## src/rtl/debouncer_multi_if.sv

```systemverilog
// ---------------------------------------------------------------------------
// debouncer_multi_if
//   Bundles the per-channel data signals of debouncer_multi so that the
//   debouncer and its user share one port.
//
//   noisy_in     : raw contact inputs, one bit per channel (master -> slave)
//   limit        : required stable-sample count, shared by all channels
//                  (master -> slave)
//   debounce_out : filtered level per channel (slave -> master)
//   rise_pulse   : one-cycle pulse on a qualified press (slave -> master)
//   fall_pulse   : one-cycle pulse on a qualified release (slave -> master)
//
//   Modports: master = input source / output consumer, slave = debouncer.
// ---------------------------------------------------------------------------
interface debouncer_multi_if #(
  parameter int N_CH  = 4,
  parameter int CNT_W = 16
);
  logic [N_CH-1:0]  noisy_in;
  logic [CNT_W-1:0] limit;
  logic [N_CH-1:0]  debounce_out;
  logic [N_CH-1:0]  rise_pulse;
  logic [N_CH-1:0]  fall_pulse;

  modport master (
    output noisy_in,
    output limit,
    input  debounce_out,
    input  rise_pulse,
    input  fall_pulse
  );

  modport slave (
    input  noisy_in,
    input  limit,
    output debounce_out,
    output rise_pulse,
    output fall_pulse
  );
endinterface

```

## src/rtl/debouncer_multi.sv

```systemverilog
// ---------------------------------------------------------------------------
// debouncer_multi
//   Multi-channel switch debouncer. Each channel is filtered independently:
//   a level change is accepted only after the new level has been sampled on
//   L+1 consecutive cycles, where L = limit (limit == 0 behaves as L = 1).
//   Accepted changes produce one-cycle rise/fall pulses alongside the
//   filtered level. All outputs are registered.
//
//   Ports:
//     clk     : system clock, rising edge
//     reset_n : asynchronous active-low reset
//     bus     : debouncer_multi_if.slave (noisy_in, limit in;
//               debounce_out, rise_pulse, fall_pulse out)
//
//   Build option:
//     DEBOUNCER_SYNC_EN : when defined, each noisy_in bit passes through a
//                         2-flop synchroniser first (adds 2 cycles latency).
//                         When undefined, inputs must already be synchronous.
// ---------------------------------------------------------------------------
module debouncer_multi #(
  parameter int N_CH  = 4,
  parameter int CNT_W = 16
) (
  input  logic              clk,
  input  logic              reset_n,
  debouncer_multi_if.slave  bus
);

  typedef enum logic [1:0] {
    IDLE_LO = 2'd0,
    QUAL_HI = 2'd1,
    HOLD_HI = 2'd2,
    QUAL_LO = 2'd3
  } state_t;

  // Qualification threshold expressed as L-1, with limit == 0 folded to L = 1.
  function automatic logic [CNT_W-1:0] lim_m1(input logic [CNT_W-1:0] lim);
    if (lim == '0) begin
      lim_m1 = '0;
    end else begin
      lim_m1 = lim - CNT_W'(1);
    end
  endfunction

  logic [N_CH-1:0]  s_in;
  logic [CNT_W-1:0] thr;

  state_t           state_q [N_CH];
  state_t           state_d [N_CH];
  logic [CNT_W-1:0] cnt_q   [N_CH];
  logic [CNT_W-1:0] cnt_d   [N_CH];

  logic [N_CH-1:0]  out_d;
  logic [N_CH-1:0]  rise_d;
  logic [N_CH-1:0]  fall_d;
  logic [N_CH-1:0]  out_q;
  logic [N_CH-1:0]  rise_q;
  logic [N_CH-1:0]  fall_q;

`ifdef DEBOUNCER_SYNC_EN
  logic [N_CH-1:0]  sync_p0;
  logic [N_CH-1:0]  sync_p1;

  // synchroniser stage boundary: pin -> sync_p0 -> sync_p1 -> s_in
  always_ff @(posedge clk or negedge reset_n) begin
    if (!reset_n) begin
      sync_p0 <= '0;
      sync_p1 <= '0;
    end else begin
      sync_p0 <= bus.noisy_in;
      sync_p1 <= sync_p0;
    end
  end

  assign s_in = sync_p1;
`else
  assign s_in = bus.noisy_in;
`endif

  // limit is deliberately unregistered so a change takes effect at once.
  assign thr = lim_m1(bus.limit);

  always_comb begin
    for (int i = 0; i < N_CH; i++) begin
      state_d[i] = state_q[i];
      cnt_d[i]   = cnt_q[i];
      rise_d[i]  = 1'b0;
      fall_d[i]  = 1'b0;
      case (state_q[i])
        IDLE_LO: begin
          cnt_d[i] = '0;
          if (s_in[i]) begin
            state_d[i] = QUAL_HI;
          end
        end
        QUAL_HI: begin
          if (!s_in[i]) begin
            state_d[i] = IDLE_LO;
            cnt_d[i]   = '0;
          end else if (cnt_q[i] >= thr) begin
            // >= so that a lowered limit completes on the next sample.
            state_d[i] = HOLD_HI;
            cnt_d[i]   = '0;
            rise_d[i]  = 1'b1;
          end else begin
            cnt_d[i] = cnt_q[i] + CNT_W'(1);
          end
        end
        HOLD_HI: begin
          cnt_d[i] = '0;
          if (!s_in[i]) begin
            state_d[i] = QUAL_LO;
          end
        end
        QUAL_LO: begin
          if (s_in[i]) begin
            state_d[i] = HOLD_HI;
            cnt_d[i]   = '0;
          end else if (cnt_q[i] >= thr) begin
            state_d[i] = IDLE_LO;
            cnt_d[i]   = '0;
            fall_d[i]  = 1'b1;
          end else begin
            cnt_d[i] = cnt_q[i] + CNT_W'(1);
          end
        end
        default: begin
          state_d[i] = IDLE_LO;
          cnt_d[i]   = '0;
        end
      endcase
      // Output level is registered from the next state so it moves together
      // with the state and the pulses.
      out_d[i] = (state_d[i] == HOLD_HI) || (state_d[i] == QUAL_LO);
    end
  end

  // state / output register boundary
  always_ff @(posedge clk or negedge reset_n) begin
    if (!reset_n) begin
      for (int i = 0; i < N_CH; i++) begin
        state_q[i] <= IDLE_LO;
        cnt_q[i]   <= '0;
      end
      out_q  <= '0;
      rise_q <= '0;
      fall_q <= '0;
    end else begin
      for (int i = 0; i < N_CH; i++) begin
        state_q[i] <= state_d[i];
        cnt_q[i]   <= cnt_d[i];
      end
      out_q  <= out_d;
      rise_q <= rise_d;
      fall_q <= fall_d;
    end
  end

  assign bus.debounce_out = out_q;
  assign bus.rise_pulse   = rise_q;
  assign bus.fall_pulse   = fall_q;

endmodule

```

## src/flat_wrapper.sv

```systemverilog
// flat-port wrapper written by rule: the top's interface ports become plain ports
module debouncer_multi_flat 
#(
  parameter int N_CH  = 4,
  parameter int CNT_W = 16
)
  (clk, reset_n, bus_noisy_in, bus_limit, bus_debounce_out, bus_rise_pulse, bus_fall_pulse);
  debouncer_multi_if #(.N_CH(N_CH), .CNT_W(CNT_W)) bus_i ();
  input  logic clk;
  input  logic reset_n;
  input wire logic [$bits(bus_i.noisy_in)-1:0] bus_noisy_in;
  input wire logic [$bits(bus_i.limit)-1:0] bus_limit;
  output wire logic [$bits(bus_i.debounce_out)-1:0] bus_debounce_out;
  output wire logic [$bits(bus_i.rise_pulse)-1:0] bus_rise_pulse;
  output wire logic [$bits(bus_i.fall_pulse)-1:0] bus_fall_pulse;
  assign bus_i.noisy_in = bus_noisy_in;
  assign bus_i.limit = bus_limit;
  assign bus_debounce_out = bus_i.debounce_out;
  assign bus_rise_pulse = bus_i.rise_pulse;
  assign bus_fall_pulse = bus_i.fall_pulse;
  debouncer_multi #(.N_CH(N_CH), .CNT_W(CNT_W)) u_core (.clk(clk), .reset_n(reset_n), .bus(bus_i));
endmodule
```

## config.mk

```make
export PLATFORM = sky130hd
export DESIGN_NAME = debouncer_multi_flat
export DESIGN_NICKNAME = d
export VERILOG_FILES = /design/src/rtl/debouncer_multi_if.sv /design/src/rtl/debouncer_multi.sv /design/src/flat_wrapper.sv
export SDC_FILE = /design/constraint.sdc
export NUM_CORES = 1
export LEC_CHECK = 0
export BUFFER_PORTS_ARGS = -buffer_cell sky130_fd_sc_hd__buf_2
export CAP_MARGIN = 20
export CORE_MARGIN = 5
export CORE_UTILIZATION = 60
export CTS_BUF_LIST = sky130_fd_sc_hd__clkbuf_8
export DETAILED_ROUTE_END_ITERATION = 12
export PLACE_DENSITY = 0.88
export SYNTH_ARGS = -nofsm -noshare
export SYNTH_HDL_FRONTEND = slang
export SYNTH_SLANG_ARGS = --single-unit
```

## constraint.sdc

```tcl
create_clock -name clk -period 5.5 [get_ports clk]
set_clock_uncertainty 0.1 [all_clocks]
set_input_delay 0.55 -clock clk [delete_from_list [all_inputs] [get_ports clk]]
set_output_delay 0.55 -clock clk [all_outputs]
set_load 0.02 [all_outputs]
```

==> impl_metrics.py <==
metrics = {
    "routing": {
        "drtIter0Drc": 211,
        "vias": 4400,
        "vias_per_cell": 6.12,
        "dr.pass1.iters": 5,
        "wl_per_cell_um": 17.6,
        "drc": 0,
        "routed_wl_um": 12700,
        "postRouteAntennaNets": 0,
    },
    "clock_tree": {
        "cts_tree": "yes",
        "cts_buffers": 9,
        "clk_path_buf_depth": 2,
        "cts_root_buf": "clkbuf_8",
        "insertion_delay_ns": 0.35,
        "cts_hold_buf": 0,
        "clk_pin_slew_ns": 0.08,
        "cts_resized": 0,
        "post_cts_buffers": 0,
        "clock-sinks": 84,
        "htreeDepth": 3,
    },
    "logic_synthesis": {
        "synthFlopType": "dfrtp_1",
        "synth_top_area_cell": "dfrtp_1",
        "syn-num-nets": 659,
        "synth_area_leaders": "dfrtp_1 (38%), ha_1 (16%), xor2_1 (8.8%)",
        "yosysTopAreaCellShare_pct": 38.2,
        "async_reset_ff_share_pct": 100,
        "postSynthCellCount": 567,
        "ys_seq_area_share_pct": 38.2,
        "ys_warn_count": 0,
        "syn_area_um2": 5500,
        "ys_seq_elements": 84,
        "synthDistinctLibCells": 48,
        "syn_avg_cell_area_um2": 9.71,
        "synth_edf_count": 0,
    },
    "outcome": {
        "outcome": "complete, no violations",
    },
    "sta": {
        "worst_slack_ns": 1.17,
        "slew_violations": 0,
        "slew_headroom_pct": 45.7,
        "post-route-min-period_ns": 4.33,
        "fmax_mhz": 231,
        "setup_viol": 0,
        "rsz0062_at_grt": "no",
        "worst_pin_slew_ns": 0.810,
        "period_share_pct": 78.7,
        "hold_viol": 0,
        "hold_slack_ns": 0.328,
        "fin_tns_setup_ns": 0,
    },
    "global_routing": {
        "antenna_found_initial": 0,
        "grt_pass1_wl_um": 21800,
        "grt_pass1_vias": 4541,
        "overflow": 0,
        "grt_max_degree": 85,
        "gr-usage-all-layers_pct": 24.2,
    },
    "setup_path": {
        "crit_path_start_kind": "primary input",
        "crit_fanout": 16,
        "critPathCaptureType": "flop",
        "path_class": "primary input to flop",
        "cp.required_ns": 5.64,
        "cp.arrival_ns": 4.47,
    },
    "placed_design": {
        "port_buffers": 33,
        "place_ws_ns": 0.892,
        "hpwlAfterDp_um": 9160,
        "placed_area_um2": 5760,
        "gp_congestion": 0.893,
    },
    "layout": {
        "drive_above_1_share_pct": 11.2,
        "diodes": 0,
        "final_nets": 696,
        "final_area_um2": 6010,
        "synthToLayoutAreaGrowth_pct": 9.14,
    },
    "floorplanning": {
        "coreArea_um2": 9110,
        "die_area_um2": 11200,
        "start_util_pct": 60.4,
        "ios": 34,
        "die_y_um": 106,
        "die_w_um": 106,
        "rows": 35,
    },
    "pwr": {
        "ir_worst_vdd_mv": 0.121,
        "power_mw": 1.22,
        "p_per_area_nw_per_um2": 203,
        "power.leakage_nw": 2.88,
    },
    "hold_path": {
        "hold_class": "primary input to flop",
    },
    "job": {
        "cap_violations": 0,
    },
}
==> path summary, 6_finish.rpt <==
path / from / end / slack [ns] / cells after the start
setup reg to reg: u_core.cnt_q[17]$_DFF_PN0_ / u_core.cnt_q[31]$_DFF_PN0_ / 2.73 / 6
min in group asynchronous: reset_n / u_core.bus.fall_pulse[0]$_DFF_PN0_ / 0.49 / 2
hold reg to reg: u_core.cnt_q[32]$_DFF_PN0_ / u_core.cnt_q[32]$_DFF_PN0_ / 0.39 / 1
max in group asynchronous: reset_n / u_core.cnt_q[11]$_DFF_PN0_ / 4.20 / 3
setup / recovery: bus_limit[8] / u_core.bus.debounce_out[1]$_DFF_PN0_ / 1.17 / 12
hold / removal: bus_noisy_in[1] / u_core.bus.fall_pulse[1]$_DFF_PN0_ / 0.33 / 2
==> layer usage <==
layer	track usage, %	vias to the layer above	part of all wire [%]
li1	-	2111	-
met1	30.8	2119	43
met2	40.3	130	49
met3	5.02	40	4.8
met4	9.71	0	3.4
met5	0	-	0
==> cell type report <==
class | instances | area (µm²)
Sequential cell | 84 | 2100
Tap cell | 111 | 139
Multi-Input combinational cell | 460 | 3290
Inverter | 11 | 41.3
Clock inverter | 6 | 81.3
Timing Repair Buffer | 38 | 228
Clock buffer | 9 | 124
Fill cell | 714 | 3100
==> critical path, cell delays in order <==
cell and delay, ns:
buf_2 0.13, nor4_1 0.42, nand2b_1 0.18, nor3_1 0.19, nand4b_1 0.52, nand2_1 0.51
ha_1 0.32, a21oi_1 0.15, nor2_1 0.06, or4_4 0.48, o31ai_1 0.55, mux2_2 0.41
==> synth_stat cells, types with 2 or more instances <==
cell type / n
a21oi_1: 23
a31oi_1: 2
nand3_1: 25
and4b_1: 2
o21ai_0: 12
xor2_1: 55
clkbuf_1: 10
and3b_1: 2
nor4_1: 2
ha_1: 70
o21bai_1: 2
and2_1: 6
nand4_1: 18
and3_1: 18
and4_1: 8
o21ai_1: 2
a211oi_1: 2
mux2_2: 4
dfrtp_1: 84
nor2b_1: 11
nor3b_1: 2
nor2_4: 8
a311o_1: 4
o211ai_1: 2
nor2_1: 37
nand2b_1: 2
xnor2_1: 18
nor4b_1: 2
inv_1: 11
nor3_1: 49
nand2_1: 55
nor2_2: 2
or4_4: 2
==> state kept, by name (all words and copies together), names as in the netlist <==
register and count:
u_core.bus.debounce_out 4, u_core.bus.fall_pulse 4, u_core.bus.rise_pulse 4, u_core.cnt_q 64, u_core.state_q 8
==> where the power goes <==
part           total, mW  internal (mW)  switching (mW)
registers          0.628          0.621         0.00630
clock network      0.472          0.250           0.221
logic              0.118         0.0397          0.0785
total               1.22          0.911           0.306
==> cell usage in the layout (no fill, tap or decap), drive strengths merged, types with 3 or more instances in the layout <==
cell	instances
nor2	47
nand2	55
dfrtp	84
xnor2	18
o21ai	14
and2	6
mux2	4
xor2	55
nand3	25
clkbuf	9
ha	70
a311o	4
or4	3
a21oi	24
nand4	18
nor2b	11
nor3	49
inv	12
and4	8
buf	37
and3	18
==> kinds of logic (layout without fill, tap and decap cells) <==
| kind of cell | count (synthesis) | after routing | synth area share (%) |
|---|---|---|---|
| mux | 4 | 4 | 0.818 |
| buf+inv | 23 | 64 | 2.00 |
| xor+xnor | 73 | 73 | 11.6 |
| simple gates | 254 | 254 | 24.7 |
| flops | 84 | 84 | 38.2 |
| fa+ha+maj | 70 | 70 | 15.9 |
| compound gates | 59 | 59 | 6.75 |
==> through the flow <==
stage / cells / utilization [%]
floorplan: 567 / -
global placement: 701 / 63.2
detailed placement: 701 / 63.2
CTS: 716 / 65.5
global route: 719 / 65.9
finish: 719 / 65.9
Note: power is estimated with default switching activity, not from simulation.
